<file path="src/rtl/coffee_pkg.sv">
// Shared definitions for the two-station coffee dispenser arbiter:
// controller states, station count, default timing constants.
package coffee_pkg;

    localparam int NSTATION = 2;

    // 60 s brew limit and 100 ms rinse at the 11 MHz system clock
    localparam logic [31:0] TIMEOUT_CYC_DEF = 32'd660_000_000;
    localparam logic [31:0] RINSE_CYC_DEF   = 32'd1_100_000;

    typedef enum logic [1:0] {
        IDLE  = 2'd0,
        BREW  = 2'd1,
        RINSE = 2'd2,
        FAULT = 2'd3
    } brew_state_t;

    // One-hot station mask from a station index
    function automatic logic [NSTATION-1:0] station_onehot(input logic idx);
        logic [NSTATION-1:0] v;
        v      = '0;
        v[idx] = 1'b1;
        return v;
    endfunction

endpackage

</file>
<file path="src/rtl/brew_arbiter_if.sv">
// Station / brew-unit signal bundle seen by the arbiter.
// slave  : the arbiter side (consumes requests and sensors, drives commands)
// master : the environment side (coin logic, cup sensors, brew unit)
interface brew_arbiter_if;
    import coffee_pkg::*;

    logic [NSTATION-1:0] req;
    logic [NSTATION-1:0] cup_present;
    logic                machine_empty;
    logic                coffee_ready;
    logic                prepare_coffee;
    logic                sel;
    logic [NSTATION-1:0] lock_slit;
    logic [NSTATION-1:0] done;
    logic                fault;

    modport master (
        output req, cup_present, machine_empty, coffee_ready,
        input  prepare_coffee, sel, lock_slit, done, fault
    );

    modport slave (
        input  req, cup_present, machine_empty, coffee_ready,
        output prepare_coffee, sel, lock_slit, done, fault
    );

endinterface

</file>
<file path="src/rtl/rr_arb2.sv">
// Two-way round-robin grant: a lone eligible station always wins; on a
// tie the station other than the last one served wins.
module rr_arb2 (
    input  logic [1:0] eligible,
    input  logic       last,
    output logic       grant_valid,
    output logic       grant_idx
);

    // Pick the winner from the eligible mask and the last-served pointer
    always_comb begin
        grant_valid = |eligible;
        grant_idx   = 1'b0;
        case (eligible)
            2'b01:   grant_idx = 1'b0;
            2'b10:   grant_idx = 1'b1;
            2'b11:   grant_idx = ~last;
            default: grant_idx = 1'b0;
        endcase
    end

endmodule

</file>
<file path="src/rtl/brew_arbiter.sv">
// Shares one brew unit between two paid stations. Paid requests are latched
// as pending flags, granted round-robin when the cup is present and supplies
// are available, brewed until the unit reports ready (or the cup is pulled,
// or the brew times out), then followed by a fixed rinse period.
module brew_arbiter
    import coffee_pkg::*;
#(
    parameter logic [31:0] TIMEOUT_CYC = TIMEOUT_CYC_DEF,
    parameter logic [31:0] RINSE_CYC   = RINSE_CYC_DEF
) (
    input  logic           clk11m,
    input  logic           rst,
    brew_arbiter_if.slave  bus
);

    brew_state_t         state_q, state_d;
    logic [31:0]         timer_q, timer_d;
    logic [NSTATION-1:0] req_p1;
    logic [NSTATION-1:0] pending_q, pending_d;
    logic [NSTATION-1:0] done_q, done_d;
    logic                sel_q, sel_d;
    logic                last_q, last_d;

    logic [NSTATION-1:0] req_rise;
    logic [NSTATION-1:0] serving;
    logic [NSTATION-1:0] eligible;
    logic [NSTATION-1:0] set_mask;
    logic                grant_valid;
    logic                grant_idx;

    rr_arb2 u_rr_arb2 (
        .eligible    (eligible),
        .last        (last_q),
        .grant_valid (grant_valid),
        .grant_idx   (grant_idx)
    );

    // Request edge detect, station-in-service mask and grant eligibility
    always_comb begin
        req_rise = bus.req & ~req_p1;
        serving  = '0;
        if (state_q == BREW) begin
            serving = station_onehot(sel_q);
        end
        eligible = pending_q & bus.cup_present & {NSTATION{~bus.machine_empty}};
        // A new payment is only latched for an idle, unserved station
        set_mask = req_rise & ~pending_q & ~serving;
    end

    // Next-state, completion pulse and pending-flag update
    always_comb begin
        state_d   = state_q;
        sel_d     = sel_q;
        last_d    = last_q;
        done_d    = '0;
        timer_d   = timer_q;

        case (state_q)
            IDLE: begin
                if (grant_valid) begin
                    state_d = BREW;
                    sel_d   = grant_idx;
                end
            end
            BREW: begin
                // Cup removal aborts the brew but keeps the paid request
                if (!bus.cup_present[sel_q]) begin
                    state_d = RINSE;
                end else if (bus.coffee_ready) begin
                    done_d  = station_onehot(sel_q);
                    last_d  = sel_q;
                    state_d = RINSE;
                end else if (timer_q == TIMEOUT_CYC - 32'd1) begin
                    state_d = FAULT;
                end
            end
            RINSE: begin
                if (timer_q == RINSE_CYC - 32'd1) begin
                    state_d = IDLE;
                end
            end
            FAULT: begin
                state_d = FAULT;
            end
        endcase

        // Timer restarts on every state change and saturates instead of wrapping
        if (state_d != state_q) begin
            timer_d = '0;
        end else if ((state_q == BREW || state_q == RINSE) && timer_q != 32'hFFFF_FFFF) begin
            timer_d = timer_q + 32'd1;
        end

        // Completion clear wins over a simultaneous new request
        pending_d = (pending_q | set_mask) & ~done_d;
    end

    // State, timer, request history and bookkeeping registers
    always_ff @(posedge clk11m) begin
        if (rst) begin
            state_q   <= IDLE;
            timer_q   <= '0;
            req_p1    <= '0;
            pending_q <= '0;
            done_q    <= '0;
            sel_q     <= 1'b0;
            last_q    <= 1'b1;
        end else begin
            state_q   <= state_d;
            timer_q   <= timer_d;
            req_p1    <= bus.req;
            pending_q <= pending_d;
            done_q    <= done_d;
            sel_q     <= sel_d;
            last_q    <= last_d;
        end
    end

    assign bus.prepare_coffee = (state_q == BREW);
    assign bus.sel            = sel_q;
    assign bus.lock_slit      = pending_q | serving;
    assign bus.done           = done_q;
    assign bus.fault          = (state_q == FAULT);

endmodule
</file>
<file path="src/flat_wrapper.sv">
// flat-port wrapper written by rule: the top's interface ports become plain ports
module brew_arbiter_flat import coffee_pkg::*;
#(
    parameter logic [31:0] TIMEOUT_CYC = TIMEOUT_CYC_DEF,
    parameter logic [31:0] RINSE_CYC   = RINSE_CYC_DEF
)
  (clk11m, rst, bus_req, bus_cup_present, bus_machine_empty, bus_coffee_ready, bus_prepare_coffee, bus_sel, bus_lock_slit, bus_done, bus_fault);
  brew_arbiter_if bus_i ();
  input  logic clk11m;
  input  logic rst;
  input wire logic [$bits(bus_i.req)-1:0] bus_req;
  input wire logic [$bits(bus_i.cup_present)-1:0] bus_cup_present;
  input wire logic [$bits(bus_i.machine_empty)-1:0] bus_machine_empty;
  input wire logic [$bits(bus_i.coffee_ready)-1:0] bus_coffee_ready;
  output wire logic [$bits(bus_i.prepare_coffee)-1:0] bus_prepare_coffee;
  output wire logic [$bits(bus_i.sel)-1:0] bus_sel;
  output wire logic [$bits(bus_i.lock_slit)-1:0] bus_lock_slit;
  output wire logic [$bits(bus_i.done)-1:0] bus_done;
  output wire logic [$bits(bus_i.fault)-1:0] bus_fault;
  assign bus_i.req = bus_req;
  assign bus_i.cup_present = bus_cup_present;
  assign bus_i.machine_empty = bus_machine_empty;
  assign bus_i.coffee_ready = bus_coffee_ready;
  assign bus_prepare_coffee = bus_i.prepare_coffee;
  assign bus_sel = bus_i.sel;
  assign bus_lock_slit = bus_i.lock_slit;
  assign bus_done = bus_i.done;
  assign bus_fault = bus_i.fault;
  brew_arbiter #(.TIMEOUT_CYC(TIMEOUT_CYC), .RINSE_CYC(RINSE_CYC)) u_core (.clk11m(clk11m), .rst(rst), .bus(bus_i));
endmodule
</file>
<file path="config.mk">
export PLATFORM = sky130hd
export DESIGN_NAME = brew_arbiter_flat
export DESIGN_NICKNAME = d
export VERILOG_FILES = /design/src/rtl/coffee_pkg.sv /design/src/rtl/brew_arbiter_if.sv /design/src/rtl/rr_arb2.sv /design/src/rtl/brew_arbiter.sv /design/src/flat_wrapper.sv
export SDC_FILE = /design/constraint.sdc
export NUM_CORES = 1
export LEC_CHECK = 0
export CAP_MARGIN = 20
export CORE_MARGIN = 2
export CORE_UTILIZATION = 55
export DETAILED_ROUTE_END_ITERATION = 16
export HOLD_SLACK_MARGIN = 0.08
export PLACE_DENSITY = 0.8
export SLEW_MARGIN = 20
export SYNTH_ARGS = -nofsm -noshare
export SYNTH_HDL_FRONTEND = slang
export SYNTH_HIERARCHICAL = 1
export SYNTH_SLANG_ARGS = --single-unit
</file>
<file path="constraint.sdc">
create_clock -name clk11m -period 4.95 [get_ports clk11m]
set_clock_uncertainty 0.2 [all_clocks]
set_input_delay 1.2375 -clock clk11m [delete_from_list [all_inputs] [get_ports clk11m]]
set_output_delay 1.2375 -clock clk11m [all_outputs]
set_load 0.02 [all_outputs]
</file>
# [Yosys cells after proc, flatten, opt, wreduce, memory -nomap -nowiden]
# Index checks and enable logic that the tools add are counted.
[word_totals] latch_bits=0 ff_bits=42 ram_bits=0 inputBits=8 word_cells=56 romBits=0 n_memories=0
[classes] shift=0 bitwise_logic=14 n_eq_ne=9 muxes=15 n_reduce_logical=8 div=0 n_lt_le_gt_ge=2 multipliers=0 add_sub_neg=1
[op_table] cell="$add 32x1->32 const B" count=1
[op_table] cell="$eq 32x21->1 const B" count=1
[op_table] cell="$eq 32x30->1 const B" count=1
[op_table] cell="$ne 32x32->1 const B" count=1
[op_table] cell="$mux 2" count=9
[op_table] cell="$and 2x2->2" count=6
[op_table] cell="$eq 2x2->1 const B" count=4
[op_table] cell="$not 2->2" count=4
[op_table] cell="$pmux 2 s4" count=1
[op_table] cell="$or 2x2->2" count=2
[op_table] cell="$reduce_or 2->1" count=2
[op_table] cell="$mux 1" count=3
[op_table] cell="$reduce_and 3->1" count=1
[op_table] cell="$eq 2x1->1 const B" count=1
[op_table] cell="$logic_and 1x1->1" count=2
[op_table] cell="$logic_not 2->1" count=1
[op_table] cell="$lt 1x2->1 const B" count=1
[op_table] cell="$ne 2x2->1" count=1
[op_table] cell="$not 1->1" count=2
[op_table] cell="$pmux 1 s2" count=1
[op_table] cell="$reduce_and 2->1" count=1
[op_table] cell="$demux 1 s1" count=1
[op_table] cell="$ge 1x1->1 const B" count=1
[op_table] cell="$logic_or 1x1->1" count=1

# [Depth between registers and ports, before layout]
[depth] ltp_word=9 depth_mapped=10 ltp_nobuf=8

# [Hierarchy]
# The synthesis kept the hierarchy.
[by_module_without_submodules] mod="brew_arbiter" cells_per_inst=270 n_inst=1 area_per_inst_um2=2174.6 seq_area_each_um2=840.8
[by_module_without_submodules] mod="rr_arb2" cells_per_inst=2 n_inst=1 area_per_inst_um2=13.8 seq_area_each_um2=0.0

# [Least setup slack after synthesis]
# Ideal clock, no wire load.
[synth_path] kind="input to register" start="input port bus_cup_present[1]" end="register u_core.timer_q[9]" arrival_time_ns=2.509 path_slack_ns=2.163 t_required_ns=4.672 n_path_buf=1 setup_time_ns=0.078 path_stages=7 path_cell_list="mux2i_1 o31a_1 a221o_1 a31oi_1 nand3_1 clkbuf_1 nor3_1"
[synth_via] elab_chain_cells=7
[synth_lines] item="from (decl)" line="flat_wrapper.sv:12" source="input wire logic [$bits(bus_i.cup_present)-1:0] bus_cup_present;"
[synth_lines] item="$and 2x2->2 (2 in series)" line="brew_arbiter.sv:45" source="eligible = pending_q & bus.cup_present & {NSTATION{~bus.machine_empty}};"
[synth_lines] item="$reduce_or 2->1" line="rr_arb2.sv:12" source="grant_valid = |eligible;"
[synth_lines] item="$mux 2" line="brew_arbiter.sv:60" source="if (grant_valid) begin"
[synth_lines] item="$pmux 2 s4 (*)" line="brew_arbiter.sv:58" source="case (state_q)"
[synth_lines] item="$ne 2x2->1 (*)" line="brew_arbiter.sv:88" source="if (state_d != state_q) begin"
[synth_lines] item="$reduce_or 2->1 (no source line) (*)"
[synth_lines] item="to (signal assigned)" line="brew_arbiter.sv:110" source="timer_q <= timer_d;"
[synth_lines] item="to (decl)" line="brew_arbiter.sv:17" source="logic [31:0] timer_q, timer_d;"
# Every way passes the cells marked *; elsewhere a longest branch is shown, timed or not. The select of a mux whose other input is x is not followed.
# A chain may end at the register's enable or synchronous reset.

# [Final worst setup path]
[layout_path] start="input port bus_cup_present[0]" end="register u_core.timer_q[30]"
# The elaborated chain is that of the path after synthesis.

==> metrics.txt <==
result of the run=finished clean; Final min period=roughly 3.5 ns; Layout Nets=~300; number of enable flip-flop cells after synthesis=0; power per standard cell area=322 nW/um^2; Starting Density=approximately 58%; TritonCTS clock tree=yes; via count of the first global-routing pass=roughly 1.8k; maximum buffer depth of the clock tree=2; max capacitance violation total=0; relative slew slack=between 40% and 50%; class of the worst hold path=flop to flop; area of combinational cells with multiple inputs=about 1300 sq um; vias after detailed routing=~1.9k; syn_area_per_cell=between 8 and 9 sq um; LEAKAGE=0.000826 uW; synth top area cells=sky130_fd_sc_hd__dfxtp_1, sky130_fd_sc_hd__nor2_1, sky130_fd_sc_hd__xnor2_1; Area growth, synth to finish=14.4%; share of post-route cells with drive strength above 1=4.18%; die extent in x=around 67 microns; Port-buffer cells=14; Layout fillers=roughly 320; maximum number of pins on one net before global-route repair=19; fraction of the yosys area taken by sequential cells=38.4%; number of endpoints with negative hold slack in the final report=0; Synth Register Bits=42; Global Route Usage Sum=a little under a quarter; top-area cell type share of the netlist area=38.4%; highest net fanout along the worst path=18; final worst hold slack=~0.33 ns; htree depth=2; flip-flop and latch area=841 sq um; biggest area consumer among synthesized cells=sky130_fd_sc_hd__dfxtp_1; HPWL Detailed=about 3100 microns; Setup Fix Bufs, Post-CTS=0; flop-to-flop setup slack=1.96 ns; DR pass1 iterations=5; number of endpoints failing setup at the final stage=0; reg-to-reg startpoint=u_core/state_q[1]; ratio of final minimum period to clock period=between 70% and 80%; weighted congestion at the end of routability-driven global placement=0.813; clock buffer count from CTS=5; post-route ant nets=0; total grt overflow=0; sink of the worst hold path=u_core/timer_q[1]; cts repair resizes=0; most frequent cells after synthesis=sky130_fd_sc_hd__nor2_1, sky130_fd_sc_hd__dfxtp_1, sky130_fd_sc_hd__nand2_1; Clk Tree Root Cell=sky130_fd_sc_hd__clkbuf_8; Post-synth ARST share=0%; number of design-rule violations left by the first detailed-router iteration=~110; sum of negative setup slack=0 ns; clock transition at the register clock pins on the worst setup and hold paths after CTS=around 0.080 ns; global-route wire length before repair=between 7000 and 8000 microns; overall die area=between 4000 and 5000 sq um; launch point of the critical path=bus_cup_present[0]; final max-slew violation count=0; number of distinct library cell variants in the gate-level netlist after synthesis=38; launch point of the worst hold path=u_core/timer_q[1]; number of antenna violations at the first check in global routing=0; Die Ht=roughly 67 microns; CTS Sinks=42; total power draw=approximately 800 uW; most frequent cell after synthesis=sky130_fd_sc_hd__nor2_1; Critical Path RT=4.98 ns; stage delay of the slowest cell on the critical path=around 0.53 ns; type of the setup path with the least slack=input port to flop; per-cell via count in the routed design=approximately 5.7; Post-Synthesis Net Count=between 200 and 300; end of the worst register-to-register path=u_core/timer_q[30]; number of rows created at floorplan=22; # DRC=0; insertion delay to the later sink of the worst-skew pair=approximately 0.3 ns; hold buffers post-CTS=0; arrival time of data at the critical path endpoint=approximately 3.6 ns; Critical Path Sink Type=flop; number of top-level design ports=15; highest-delay cell along the critical path=sky130_fd_sc_hd__clkdlybuf4s50_1; total wire length after detailed routing=between 4000 and 5000 microns; setup repair after global routing missed its margin=no; diodes inserted=0; VDD IR max=0.230 mV; Synth Cell Area=between 2000 and 2500 sq um; depth of the most critical reg-to-reg path=9; Worst-Margin Slew=approximately 0.74 ns; achievable frequency=~280 MHz; Yosys warning count=6; most frequently used flop master after synthesis=sky130_fd_sc_hd__dfxtp_1; post-synthesis instance total=approximately 270; sort of element at the start of the critical path=input port; final core utilization=~67%; core area=about 3700 sq um; list of cells traversed by the critical path=clkdlybuf4s50_1, mux2i_1, o31a_1, a221o_1, a31oi_1, nand3_1, buf_4, nor3_1; cell count of the worst hold path=2; wire per inst=13.0 microns
==> power breakdown <==
part / switching [uW] / internal, uW / total (uW)
Combinational: 75.2 / 47.3 / 122
Clock: 124 / 202 / 326
Sequential: 10.3 / 348 / 358
Total: 209 / 597 / 807
==> final cells by class <==
class                      instances  area share (%)
tap                               48            2.40
clock inverter                     3            2.75
multi-input combinational        215            51.6
inverter                           7            1.05
clock buffer                       5            2.75
timing repair buffer              15            5.90
sequential                        42            33.6
==> worst max-delay path by stage <==
stage / slack (ns) / cells after the start / end
final: 1.41 / 8 / u_core/timer_q[30]
after global routing: 1.23 / 8 / u_core/timer_q[30]
after CTS: 1.42 / 8 / u_core/timer_q[30]
after detailed placement: 1.11 / 8 / u_core/timer_q[30]
after global placement: 1.12 / 8 / u_core/timer_q[30]
after floorplan: 2.16 / 7 / u_core/timer_q[9]
==> flip-flops by register name (all words and copies together) (netlist names) <==
name	flops
u_core/bus.done	2
u_core/timer_q	32
u_core/pending_q	2
u_core/state_q	2
u_core/last_q	1
u_core/req_p1	2
u_core/bus.sel	1
==> metal layers <==
layer / track usage [%] / wire [microns]
met5: 0 / 0
met4: 6.12 / 43
met3: 6.93 / 251
met2: 37.0 / 1930
met1: 29.7 / 2130
==> cells in the final DEF, fill, tap and decap left out, types with 3 or more instances in the layout <==
cell                              synthesis  routed
sky130_fd_sc_hd__a21oi_1                  9       9
sky130_fd_sc_hd__a31oi_1                  5       5
sky130_fd_sc_hd__and3_1                   4       4
sky130_fd_sc_hd__clkbuf_8                 0       5
sky130_fd_sc_hd__clkdlybuf4s50_1          0      14
sky130_fd_sc_hd__dfxtp_1                 42      42
sky130_fd_sc_hd__ha_1                     7       7
sky130_fd_sc_hd__inv_1                    7       7
sky130_fd_sc_hd__nand2_1                 21      21
sky130_fd_sc_hd__nand2b_1                 5       5
sky130_fd_sc_hd__nand3_1                 15      15
sky130_fd_sc_hd__nand4_1                 17      17
sky130_fd_sc_hd__nor2_1                  51      51
sky130_fd_sc_hd__nor3_1                  17      17
sky130_fd_sc_hd__nor4_1                   8       8
sky130_fd_sc_hd__or4_1                    3       3
sky130_fd_sc_hd__xnor2_1                 15      15
sky130_fd_sc_hd__xor2_1                  12      12
==> cell families (layout without fill, tap and decap cells) <==
logic type / after synthesis / count (layout) / share of synthesized area (%)
AOI/OAI and AO/OA: 26 / 26 / 8.58
xor gates and xnor gates: 27 / 27 / 10.8
adders and majority gates: 7 / 7 / 4.00
buffers and inverters: 15 / 30 / 2.63
DFF: 42 / 42 / 38.4
muxes: 2 / 2 / 0.915
and+or+nand+nor: 153 / 153 / 34.6
==> through the flow <==
stage | std cells | worst slack (ns) | area [sq um]
5_1_grt | 335 | 1.23 | 2500
4_1_cts | 335 | 1.42 | 2500
3_3_place_gp | 327 | 1.12 | 2360
3_5_place_dp | 327 | 1.11 | 2360
6_report | 335 | 1.41 | 2500
2_1_floorplan | 272 | 2.16 | 2190
==> critical path: cells and delay by family <==
| kind | cells | cell delay (ns) |
|---|---|---|
| and+or+nand+nor | 2 | 0.59 |
| muxes | 1 | 0.11 |
| buffers and inverters | 2 | 0.91 |
| AOI/OAI and AO/OA | 3 | 0.72 |
(Power assumes the default switching activity.)
